## src/rtl/pipe_pkg.sv

```systemverilog
// rtl/pipe_pkg.sv - shared defaults, limits and stage-operation encoding for pipe_chain
package pipe_pkg;

  localparam int PIPE_WIDTH_DEF = 32;
  localparam int PIPE_DEPTH_DEF = 5;
  localparam int PIPE_WIDTH_MAX = 64;
  localparam int PIPE_DEPTH_MAX = 16;
  localparam int PIPE_CNT_W     = 32;

  typedef enum logic [1:0] {
    ST_ADVANCE = 2'd0,
    ST_BUBBLE  = 2'd1,
    ST_HOLD    = 2'd2,
    ST_FLUSH   = 2'd3
  } stage_op_e;

  // Flush beats hold, hold beats bubble, bubble beats advance.
  function automatic stage_op_e stage_op(input logic flush, input logic hold, input logic bubble);
    stage_op_e op;
    op = ST_ADVANCE;
    if (flush) begin
      op = ST_FLUSH;
    end else if (hold) begin
      op = ST_HOLD;
    end else if (bubble) begin
      op = ST_BUBBLE;
    end
    return op;
  endfunction

endpackage

```

## src/rtl/pipe_stage_reg.sv

```systemverilog
// rtl/pipe_stage_reg.sv - one pipeline stage: flush/hold/bubble/advance mux plus valid and data flops
module pipe_stage_reg
  import pipe_pkg::*;
#(
  parameter int WIDTH = PIPE_WIDTH_DEF
) (
  input  logic             clk,
  input  logic             rst_n,
  input  logic             flush_i,
  input  logic             hold_i,
  input  logic             bubble_i,
  input  logic             valid_i,
  input  logic [WIDTH-1:0] data_i,
  output logic             valid_o,
  output logic [WIDTH-1:0] data_o
);

  logic             valid_q, valid_d;
  logic [WIDTH-1:0] data_q, data_d;
  stage_op_e        op;

  always_comb begin
    valid_d = valid_q;
    data_d  = data_q;
    op      = stage_op(flush_i, hold_i, bubble_i);
    case (op)
      ST_FLUSH, ST_BUBBLE: begin
        valid_d = 1'b0;
        data_d  = '0;
      end
      ST_HOLD: begin
        valid_d = valid_q;
        data_d  = data_q;
      end
      default: begin
        // Payload is zeroed on load so an invalid stage never shows stale data.
        valid_d = valid_i;
        data_d  = valid_i ? data_i : '0;
      end
    endcase
  end

  always_ff @(posedge clk or negedge rst_n) begin
    if (!rst_n) begin
      valid_q <= 1'b0;
      data_q  <= '0;
    end else begin
      valid_q <= valid_d;
      data_q  <= data_d;
    end
  end

  assign valid_o = valid_q;
  assign data_o  = data_q;

endmodule

```

## src/rtl/pipe_chain.sv

```systemverilog
// rtl/pipe_chain.sv - DEPTH-stage stallable/flushable pipeline built from pipe_stage_reg
// Optional PIPE_PERF_CNT_EN adds saturating stall_cnt / bubble_cnt outputs.
module pipe_chain
  import pipe_pkg::*;
#(
  parameter int WIDTH = PIPE_WIDTH_DEF,
  parameter int DEPTH = PIPE_DEPTH_DEF
) (
  input  logic                   clk,
  input  logic                   rst,
  input  logic                   in_valid,
  input  logic [WIDTH-1:0]       in_data,
  output logic                   in_ready,
  input  logic [DEPTH-1:0]       stall,
  input  logic [DEPTH-1:0]       flush,
  output logic [DEPTH-1:0]       stage_valid,
  output logic [DEPTH*WIDTH-1:0] stage_data,
  output logic                   out_valid,
  output logic [WIDTH-1:0]       out_data
`ifdef PIPE_PERF_CNT_EN
  ,
  output logic [PIPE_CNT_W-1:0]  stall_cnt,
  output logic [PIPE_CNT_W-1:0]  bubble_cnt
`endif
);

  logic [DEPTH-1:0] hold;
  logic [DEPTH-1:0] bubble;

  for (genvar i = 0; i < DEPTH; i++) begin : g_stage
    logic             src_valid;
    logic [WIDTH-1:0] src_data;

    // A stall anywhere downstream freezes this stage too.
    assign hold[i] = |stall[DEPTH-1:i];

    if (i == 0) begin : g_head
      assign src_valid = in_valid;
      assign src_data  = in_data;
      assign bubble[i] = 1'b0;
    end else begin : g_body
      assign src_valid = stage_valid[i-1];
      assign src_data  = stage_data[(i-1)*WIDTH +: WIDTH];
      assign bubble[i] = stall[i-1] & ~hold[i];
    end

    pipe_stage_reg #(.WIDTH(WIDTH)) u_stage (
      .clk      (clk),
      .rst_n    (rst),
      .flush_i  (flush[i]),
      .hold_i   (hold[i]),
      .bubble_i (bubble[i]),
      .valid_i  (src_valid),
      .data_i   (src_data),
      .valid_o  (stage_valid[i]),
      .data_o   (stage_data[i*WIDTH +: WIDTH])
    );
  end

  assign in_ready  = ~hold[0];
  assign out_valid = stage_valid[DEPTH-1];
  assign out_data  = stage_data[(DEPTH-1)*WIDTH +: WIDTH];

`ifdef PIPE_PERF_CNT_EN
  logic [PIPE_CNT_W-1:0] stall_cnt_q, stall_cnt_d;
  logic [PIPE_CNT_W-1:0] bubble_cnt_q, bubble_cnt_d;
  logic [PIPE_CNT_W-1:0] bubble_inc;
  logic [PIPE_CNT_W:0]   bubble_sum;
  logic [DEPTH-1:0]      bubble_taken;

  // A flushed stage is not counted as a bubble even if the bubble path was selectable.
  assign bubble_taken = bubble & ~flush;
  assign bubble_inc   = PIPE_CNT_W'($countones(bubble_taken));

  always_comb begin
    stall_cnt_d  = stall_cnt_q;
    bubble_sum   = {1'b0, bubble_cnt_q} + {1'b0, bubble_inc};
    bubble_cnt_d = bubble_sum[PIPE_CNT_W] ? '1 : bubble_sum[PIPE_CNT_W-1:0];
    if (hold[0] && (stall_cnt_q != '1)) begin
      stall_cnt_d = stall_cnt_q + 1'b1;
    end
  end

  always_ff @(posedge clk or negedge rst) begin
    if (!rst) begin
      stall_cnt_q  <= '0;
      bubble_cnt_q <= '0;
    end else begin
      stall_cnt_q  <= stall_cnt_d;
      bubble_cnt_q <= bubble_cnt_d;
    end
  end

  assign stall_cnt  = stall_cnt_q;
  assign bubble_cnt = bubble_cnt_q;
`endif

endmodule

```

## config.mk

```make
export PLATFORM = sky130hd
export DESIGN_NAME = pipe_chain
export DESIGN_NICKNAME = d
export VERILOG_FILES = /design/src/rtl/pipe_pkg.sv /design/src/rtl/pipe_stage_reg.sv /design/src/rtl/pipe_chain.sv
export SDC_FILE = /design/constraint.sdc
export NUM_CORES = 1
export LEC_CHECK = 0
export ABC_AREA = 1
export ABC_CLOCK_PERIOD_IN_PS = 1500
export BUFFER_PORTS_ARGS = -buffer_cell sky130_fd_sc_hd__clkbuf_2
export CAP_MARGIN = 20
export CORE_MARGIN = 2
export CORE_UTILIZATION = 35
export CTS_CLUSTER_SIZE = 40
export DETAILED_ROUTE_END_ITERATION = 10
export HOLD_SLACK_MARGIN = 0.1
export RECOVER_POWER = 25
export SETUP_SLACK_MARGIN = 0.2
export SYNTH_ARGS = -nofsm -noshare
export SYNTH_HDL_FRONTEND = slang
export SYNTH_SLANG_ARGS = --single-unit
```

## constraint.sdc

```tcl
create_clock -name clk -period 1.5 [get_ports clk]
set_input_delay 0.3 -clock clk [delete_from_list [all_inputs] [get_ports clk]]
set_output_delay 0.3 -clock clk [all_outputs]
set_load 0.01 [all_outputs]
```

# After elaboration in Yosys (flattened, before gate mapping)

Index checks and enable logic that the tools add are counted.
W data, S select, Z words.

Reduce and logical (&&, ||, !) cells: 9
Muxes and demuxes: 29
Equality and inequality tests: 15
Bitwise operators: 9

Operators by type and width:

| operator             | number |
|---|---|
| $pmux W32 S2         | 5 |
| $mux W32             | 5 |
| $eq A2 B2 Y1 const B | 10 |
| $mux W2              | 10 |
| $reduce_or A2 Y1     | 6 |
| $eq A2 B1 Y1 const B | 5 |
| $pmux W1 S2          | 5 |
| $not A1 Y1           | 5 |
| $reduce_or A5 Y1     | 1 |
| $and A1 B1 Y1        | 4 |
| $mux W1              | 4 |
| $reduce_or A4 Y1     | 1 |
| $reduce_or A3 Y1     | 1 |

Input port bits: 45
Word-level logic and storage cells: 72
Output and inout port bits: 199
Bits in registers: 165

# Depth between registers and ports, before layout

Gate-level depths: netlist of the first run.

Depth in word-level cells: 9
Mapped depth: 8
Gate-level depth less buffers: 5

# By module

From an unflattened synthesis of the first run, not the netlist that was laid out.

Cell total of the unflattened synthesis: 1173
Area total of the unflattened synthesis: 9290.2 um^2

By module, submodules not included:

| module         | times used | cells an instance | sequential area each (um^2) | area each (um^2) |
|---|---|---|---|---|
| pipe_stage_reg | 5          | 224               | 825.8                       | 1786.7 |
| pipe_chain     | 1          | 53                | 0.0                         | 356.6 |

# Worst setup path before layout of the first run

Ideal clock, no wire load.

Path type: register to register
Start: reg g_stage[2].u_stage.valid_q
End: reg g_stage[3].u_stage.data_q[10]
Data arrival time: 1.051 ns
Stages on the path, launching flop included: 6
Library setup time: 0.083 ns
Path slack: 0.366 ns
Required time: 1.417 ns
Path buffers: 1
Clock period less this slack: 1.134 ns
Path through: dfrtp_1 -> inv_1 -> nor2_1 -> clkbuf_1 -> nand3_1 -> o21ai_0

Cells in the longest elaborated chain, start to end: 2

RTL lines:

| what                   | line                 | RTL |
|---|---|---|
| from (decl)            | pipe_stage_reg.sv:18 | `logic valid_q, valid_d;` |
| from (signal assigned) | pipe_stage_reg.sv:48 | `valid_q <= valid_d;` |
| $mux W32               | pipe_stage_reg.sv:38 | `data_d = valid_i ? data_i : '0;` |
| $pmux W32 S2           | pipe_stage_reg.sv:26 | `case (op)` |
| to (signal assigned)   | pipe_stage_reg.sv:49 | `data_q <= data_d;` |
| to (decl)              | pipe_stage_reg.sv:19 | `logic [WIDTH-1:0] data_q, data_d;` |

Every way passes these cells.
A chain may end at the register's enable or synchronous reset.

# Worst setup path after layout of the first run

Start: in stall[4]
End: out in_ready

Cells in the longest elaborated chain, start to end: 2

RTL lines:

| what             | line             | RTL |
|---|---|---|
| from (decl)      | pipe_chain.sv:14 | `input logic [DEPTH-1:0] stall,` |
| $reduce_or A5 Y1 | pipe_chain.sv:35 | `assign hold[i] = \|stall[DEPTH-1:i];` |
| $not A1 Y1       | pipe_chain.sv:60 | `assign in_ready = ~hold[0];` |
| to (decl)        | pipe_chain.sv:13 | `output logic in_ready,` |

Every way passes these cells.

==> results of run 1 <==
[cells in the final DEF, fill, tap and decap left out, drive strengths merged]
cell         Yosys  final
o21ai           65     65
dfrtp          165    165
nand3          230    230
nand2          171    171
clkbuf          33    263
nor2            38     38
buf             65    125
clkinvlp         0      2
inv             42     42
or2              1      1
dlygate4sd3      0      1
nor3b            1      1
clkinv           2      8
[cells in the mapped netlist, drive strengths merged]
master,count
buf,65
clkbuf,33
clkinv,2
dfrtp,165
inv,42
nand2,171
nand3,230
nor2,38
nor3b,1
o21ai,65
or2,1
[cells by family after synthesis]
kind of cell           count (synthesis)  synth area share, %
AND/OR/NAND/NOR                      441                27.76
flip-flops                           165                57.36
buffers and inverters                142                10.36
AO/OA/AOI/OAI                         65                4.519
[timing repair]
item | CTS | global route
hold buffers | 1 | 0
setup buffers | 20 | 75
gates resized for setup | 2 | 14
endpoints found under the setup margin | 21 | 105
hold endpoints to repair | 27 | 0
pin swaps | 0 | 1
[how the worst max path moves through the flow]
stage / slack [ps] / cells past startpoint / endpoint
2_1_floorplan: 370 / 8 / g_stage[1].u_stage.data_o[25]
3_3_place_gp: 200 / 7 / g_stage[1].u_stage.data_o[23]
3_5_place_dp: 170 / 7 / g_stage[1].u_stage.data_o[20]
4_1_cts: 180 / 1 / stage_data[44]
5_1_grt: 100 / 3 / g_stage[3].u_stage.data_o[27]
6_report: 210 / 5 / in_ready
[critical path: cells and delay by family]
family | cells | cell delay, ps
buffers and inverters | 3 | 370
AND/OR/NAND/NOR | 2 | 320
[power groups by stage]
stage	combinational, W	clock (W)	sequential, W
floorplan	0.000254	0	0.00464
global placement	0.000572	0	0.00464
detailed placement	0.000576	0	0.00463
CTS	0.000590	0.00400	0.00455
global route	0.000715	0.00421	0.00455
finish	0.000636	0.00393	0.00454
[flip-flops by register name, indices dropped and copies added (netlist names)]
name and cells:
g_stage.u_stage.data_o 160, g_stage.u_stage.valid_o 5
[metrics by stage]
step	instance area (um2)	util [%]	hold WS (ps)
2_1_floorplan	7198	-	4.409
3_3_place_gp	8497	41.99	209.1
3_5_place_dp	8497	41.99	210.5
4_1_cts	9191	45.42	149.8
5_1_grt	9752	48.19	171.1
6_report	9752	48.19	162.6
[metal layers]
metal | wire length [um] | vias to the layer above | GRT usage [%]
met4 | 173 | 0 | 4.952
met5 | 0 | - | 0
li1 | - | 3217 | -
met2 | 9434 | 174 | 28.18
met3 | 920 | 15 | 3.920
met1 | 10020 | 2968 | 27.81
[area by class of cell]
cell class | count | area (um2)
fill | 2027 | 10480
tap | 270 | 337.8
clock buffer | 24 | 471.7
clock inverter | 8 | 52.55
inverter | 44 | 165.2
timing repair buffer | 365 | 2260
sequential | 165 | 4130
multi-input combinational | 506 | 2335
==> qor.yml, run 1 <==
worstPathCellList: "clkbuf_1 -> nor2_8 -> nand3_4 -> inv_2 -> clkbuf_2"
io_buffers: 243
power_density_mw_per_mm2: 934.0
p_switching_w: 0.002174
startpoint: "stall[4]"
path_clk_slew_ps: 60
critPathMaxFanout: 5
yosys_warnings: 0
path_class: "in2out"
combPwrFrac_pct: 7.0
hp-class: "in2reg"
whs_path_depth: 5
dpl_worst_slack_ps: 167.6
syn-num-nets: 858
max_freq_ghz: 0.7736
dieArea_mm2: 0.02173
antenna_found_initial: 0
start_util_pct: 35.57
ys_types: 20
r2r-start: "g_stage[2].u_stage.valid_o"
r2r_cells: 6
post_drt_wl_per_cell_um: 14.87
r2r-end: "g_stage[3].u_stage.data_o[11]"
required_ps: 1200
seqPwrFrac_pct: 49.9
avgSynthCellArea_um2: 8.854
rsz0062_at_grt: "yes"
core_area_mm2: 0.02023
grt_max_degree: 55
numCtsBuffers: 17
worstMarginPinSlew_ps: 585.4
synthTopCellsByArea: "dfrtp_1, nand3_1, nand2_1"
dp_hpwl_um: 14480
area_growth_pct: 35.48
internal_power_w: 0.006934
dp.cells: 1254
slew_viol_final: 0
fin_crit_sh_pct: 86.17
grt_pass1_wl_um: 32440
slowest_delay_ps: 200
nNetsFinal: 1144
drtIter0Drc: 365
syn_area_mm2: 0.007198
yosysTopAreaCell: "dfrtp_1"
firstDrtPassIters: 5
rows: 52
instances_no_fill: 1382
r2r_setup_slack_ps: 320
worstHoldStart: "in_data[31]"
vdd_drop_max_mv: 0.6353
whs_endpoint: "g_stage[0].u_stage.data_o[31]"
pwr-share-clk_pct: 43.1
drv_cap: 0
tns_ps: 0
clk_latency_ps: 420
fp.dieH_um: 147.4
status: "completed"
vias: 6374
p_leak_nw: 5.501
cp-start-kind: "input pin"
overflow: 0
vias_per_cell: 4.612
antenna_cells: 0
min_period_ps: 1293
cts_tree: "yes"
cts_sinks: 165
hold_viol: 0
synth_seq_cells: 165
synth_top_area_share_pct: 57.36
ioPinCount: 244
postRouteAntennaNets: 0
yosysSeqAreaShare_pct: 57.36
fp.dieW_um: 147.4
worstPathArrival_ps: 990
clk_path_buf_depth: 2
grt_pass1_vias: 5774
grt_usage_pct: 18.78
power_w: 0.009108
layout_setup_ws_ps: 207.4
h-tree-depth: 4
postSynthCellCount: 813
finalSetupViolCount: 0
worst_path_max_delay_cell: "nor2_8"
gp_congestion: 0.7939
drc: 0
relSlewSlack_pct: 60.97
drive_above_1_share_pct: 36.24
cts_root_buf: "clkbuf_16"
endpoint_kind: "output pin"
clock_skew_ps: 13.69
p_sw_share_pct: 23.87
wl_um: 20550
Note: power is estimated with default switching activity, not from simulation.
==> inputs of run 2 (changes only) <==
- BUFFER_PORTS_ARGS: -buffer_cell sky130_fd_sc_hd__clkbuf_2 -> default
- CELL_PAD_IN_SITES_DETAIL_PLACEMENT: default -> 1
- CELL_PAD_IN_SITES_GLOBAL_PLACEMENT: default -> 2
- DONT_BUFFER_PORTS: default -> 1
- PLACE_DENSITY_LB_ADDON: default -> 0.1
==> run 2 against run 1 <==
  * The run now ends with hold timing left
  * Core utilization decreased by 8.1 points
  * Sequential share of layout area increased by 8.5 points
  * Cell count decreased by 23%
  * First-iteration DRC count decreased by 44%
  * Sequential power increased by 0.9%
  * Clock power increased by 12%
  * Via count decreased by 15%
  * Routed wire length increased by 0.62%
  * Critical path type is now reg2out
  * Critical endpoint is now stage_data[137]
==> qor.yml, run 2 (synthesized netlist as in run 1, its figures left out) <==
tns_ps: 0  # unchanged
wl_um: 20680  # +0.62%
io_buffers: 0  # -100%
clock_skew_ps: 8.809  # -4.879 ps
clk_path_buf_depth: 2  # unchanged
nFillCells: 2351  # +16%
grt_pass1_vias: 5591  # -3.2%
path_clk_slew_ps: 70  # about the same
max_freq_ghz: 0.8184  # +5.8%
antenna_cells: 0  # unchanged
gp_congestion: 0.7548  # -4.9%
layout_setup_ws_ps: 278.2  # +70.79 ps
start_util_pct: 35.57  # unchanged
fp.dieH_um: 147.4  # unchanged
slew_viol_final: 0  # unchanged
drive_above_1_share_pct: 7.393  # -29 points
rows: 52  # unchanged
postRouteAntennaNets: 0  # unchanged
core_area_mm2: 0.02023  # unchanged
overflow: 0  # unchanged
status: "finished, violations left"
firstDrtPassIters: 4  # -1
dieArea_mm2: 0.02173  # unchanged
hp-class: "in2async"
hold_ws_ps: -436.0  # -598.6 ps
worstMarginPinSlew_ps: 713.2  # +127.8 ps
dpl_worst_slack_ps: 134.2  # -33.36 ps
endpoint_kind: "output pin"
grt_pass1_wl_um: 33980  # +4.7%
cp-start-kind: "flop"
cts_sinks: 165  # unchanged
drv_cap: 0  # unchanged
cts_tree: "yes"
violations: "hold timing"
layout_common_cells: "nand3_1, nand2_1, dfrtp_1"
final_cell_area_mm2: 0.008123  # -17%
grt_use_met3_pct: 6.265  # +2.3 points
hold_viol: 165  # +165
required_ps: 1200  # about the same
grt_usage_pct: 19.81  # +1.0 points
nNetsFinal: 831  # -27%
relSlewSlack_pct: 52.45  # -8.5 points
clk_latency_ps: 420  # about the same
path_class: "reg2out"
layout_commonest_cell: "nand3_1"
worstPathArrival_ps: 920  # -70 ps
power_density_mw_per_mm2: 1153  # +23%
fp.dieW_um: 147.4  # unchanged
fin_util_pct: 40.14  # -8.1 points
critPathMaxFanout: 3  # -2
min_period_ps: 1222  # -70.79 ps
vias: 5403  # -15%
drc: 0  # unchanged
post_drt_wl_per_cell_um: 19.36  # +30%
cts_hold_buf: 35  # +34
top_usage_layer: "met2"
area_growth_pct: 12.85
finalSetupViolCount: 0  # unchanged
largest_reg_flops: 160  # unchanged
cts_root_buf: "clkbuf_16"
fin_crit_sh_pct: 81.46  # -4.7 points
numCtsBuffers: 17  # unchanged
ioPinCount: 244  # unchanged
dp_hpwl_um: 14530  # +0.35%
grt_max_degree: 166  # +200%
placed_area_mm2: 0.007169  # -16%
drtIter0Drc: 206  # -44%
rsz0062_at_grt: "no"
vdd_drop_max_mv: 0.6721  # +5.8%
vias_per_cell: 5.059  # +9.7%
grtUsageMet2_pct: 30.26  # +2.1 points
h-tree-depth: 4  # unchanged
antenna_found_initial: 0  # unchanged
grtUsageMet1_pct: 27.10  # -0.71 points
p_leak_nw: 4.038  # -27%
==> run 2: changes by cell type in the layout (fill, tap and decap cells not counted), moves of 4 or more <==
cell / delta
inv_6: +4
clkbuf_2: -236
buf_4: -99
clkinv_2: -4
buf_6: -6
dlygate4sd3_1: +31
clkbuf_1: -5
==> run 2: area by class of cell <==
cell class | count | area (um2) | share of cell area, %
sequential | 165 | 4129 | 50.83
multi-input combinational | 506 | 2335 | 28.74
tap | 270 | 337.8 | 4.159
inverter | 44 | 165.2 | 2.033
timing repair buffer | 52 | 568.0 | 6.993
clock inverter | 12 | 145.1 | 1.787
clock buffer | 19 | 442.9 | 5.453
==> run 2: timing repair <==
action                                  4_1_cts  5_1_grt
endpoints found under the setup margin        0       21
endpoints found under the hold margin       231      165
setup buffers                                 0        0
gates resized for setup                       0        2
==> run 2: report_power, final <==
part           switching [W]  internal (W)
combinational       0.000230      0.000141
sequential         0.0000858       0.00450
clock                0.00188       0.00252
==> run 2: through the flow <==
| stage | hold WS, ps | std cells | power (W) |
|---|---|---|---|
| after global routing | -463.6 | 1068 | 0.009740 |
| after floorplan | 4.409 | 813 | 0.004895 |
| after CTS | -458.1 | 1068 | 0.009500 |
| after detailed placement | 8.041 | 1002 | 0.004945 |
| final | -436.0 | 1068 | 0.009363 |
| after global placement | 8.522 | 1002 | 0.004934 |
==> run 2: final timing paths <==
check,startpoint,to,slack [ps],cells past startpoint
max in group asynchronous,rst,g_stage[1].u_stage.data_o[25],1730,0
worst min register to register,g_stage[1].u_stage.data_o[19],g_stage[1].u_stage.data_o[19],620,2
worst min-delay path,rst,g_stage[4].u_stage.data_o[3],-440,0
worst max-delay path,g_stage[4].u_stage.data_o[9],stage_data[137],280,0
worst max register to register,g_stage[2].u_stage.valid_o,g_stage[3].u_stage.data_o[22],310,5
min in group clk,stall[4],g_stage[0].u_stage.data_o[31],200,4
==> run 2: per-layer routing <==
layer	wire [um]	up-vias
met2	9364	199
met3	1591	20
met5	0	-
met1	9402	2606
met4	320	0
li1	-	2578
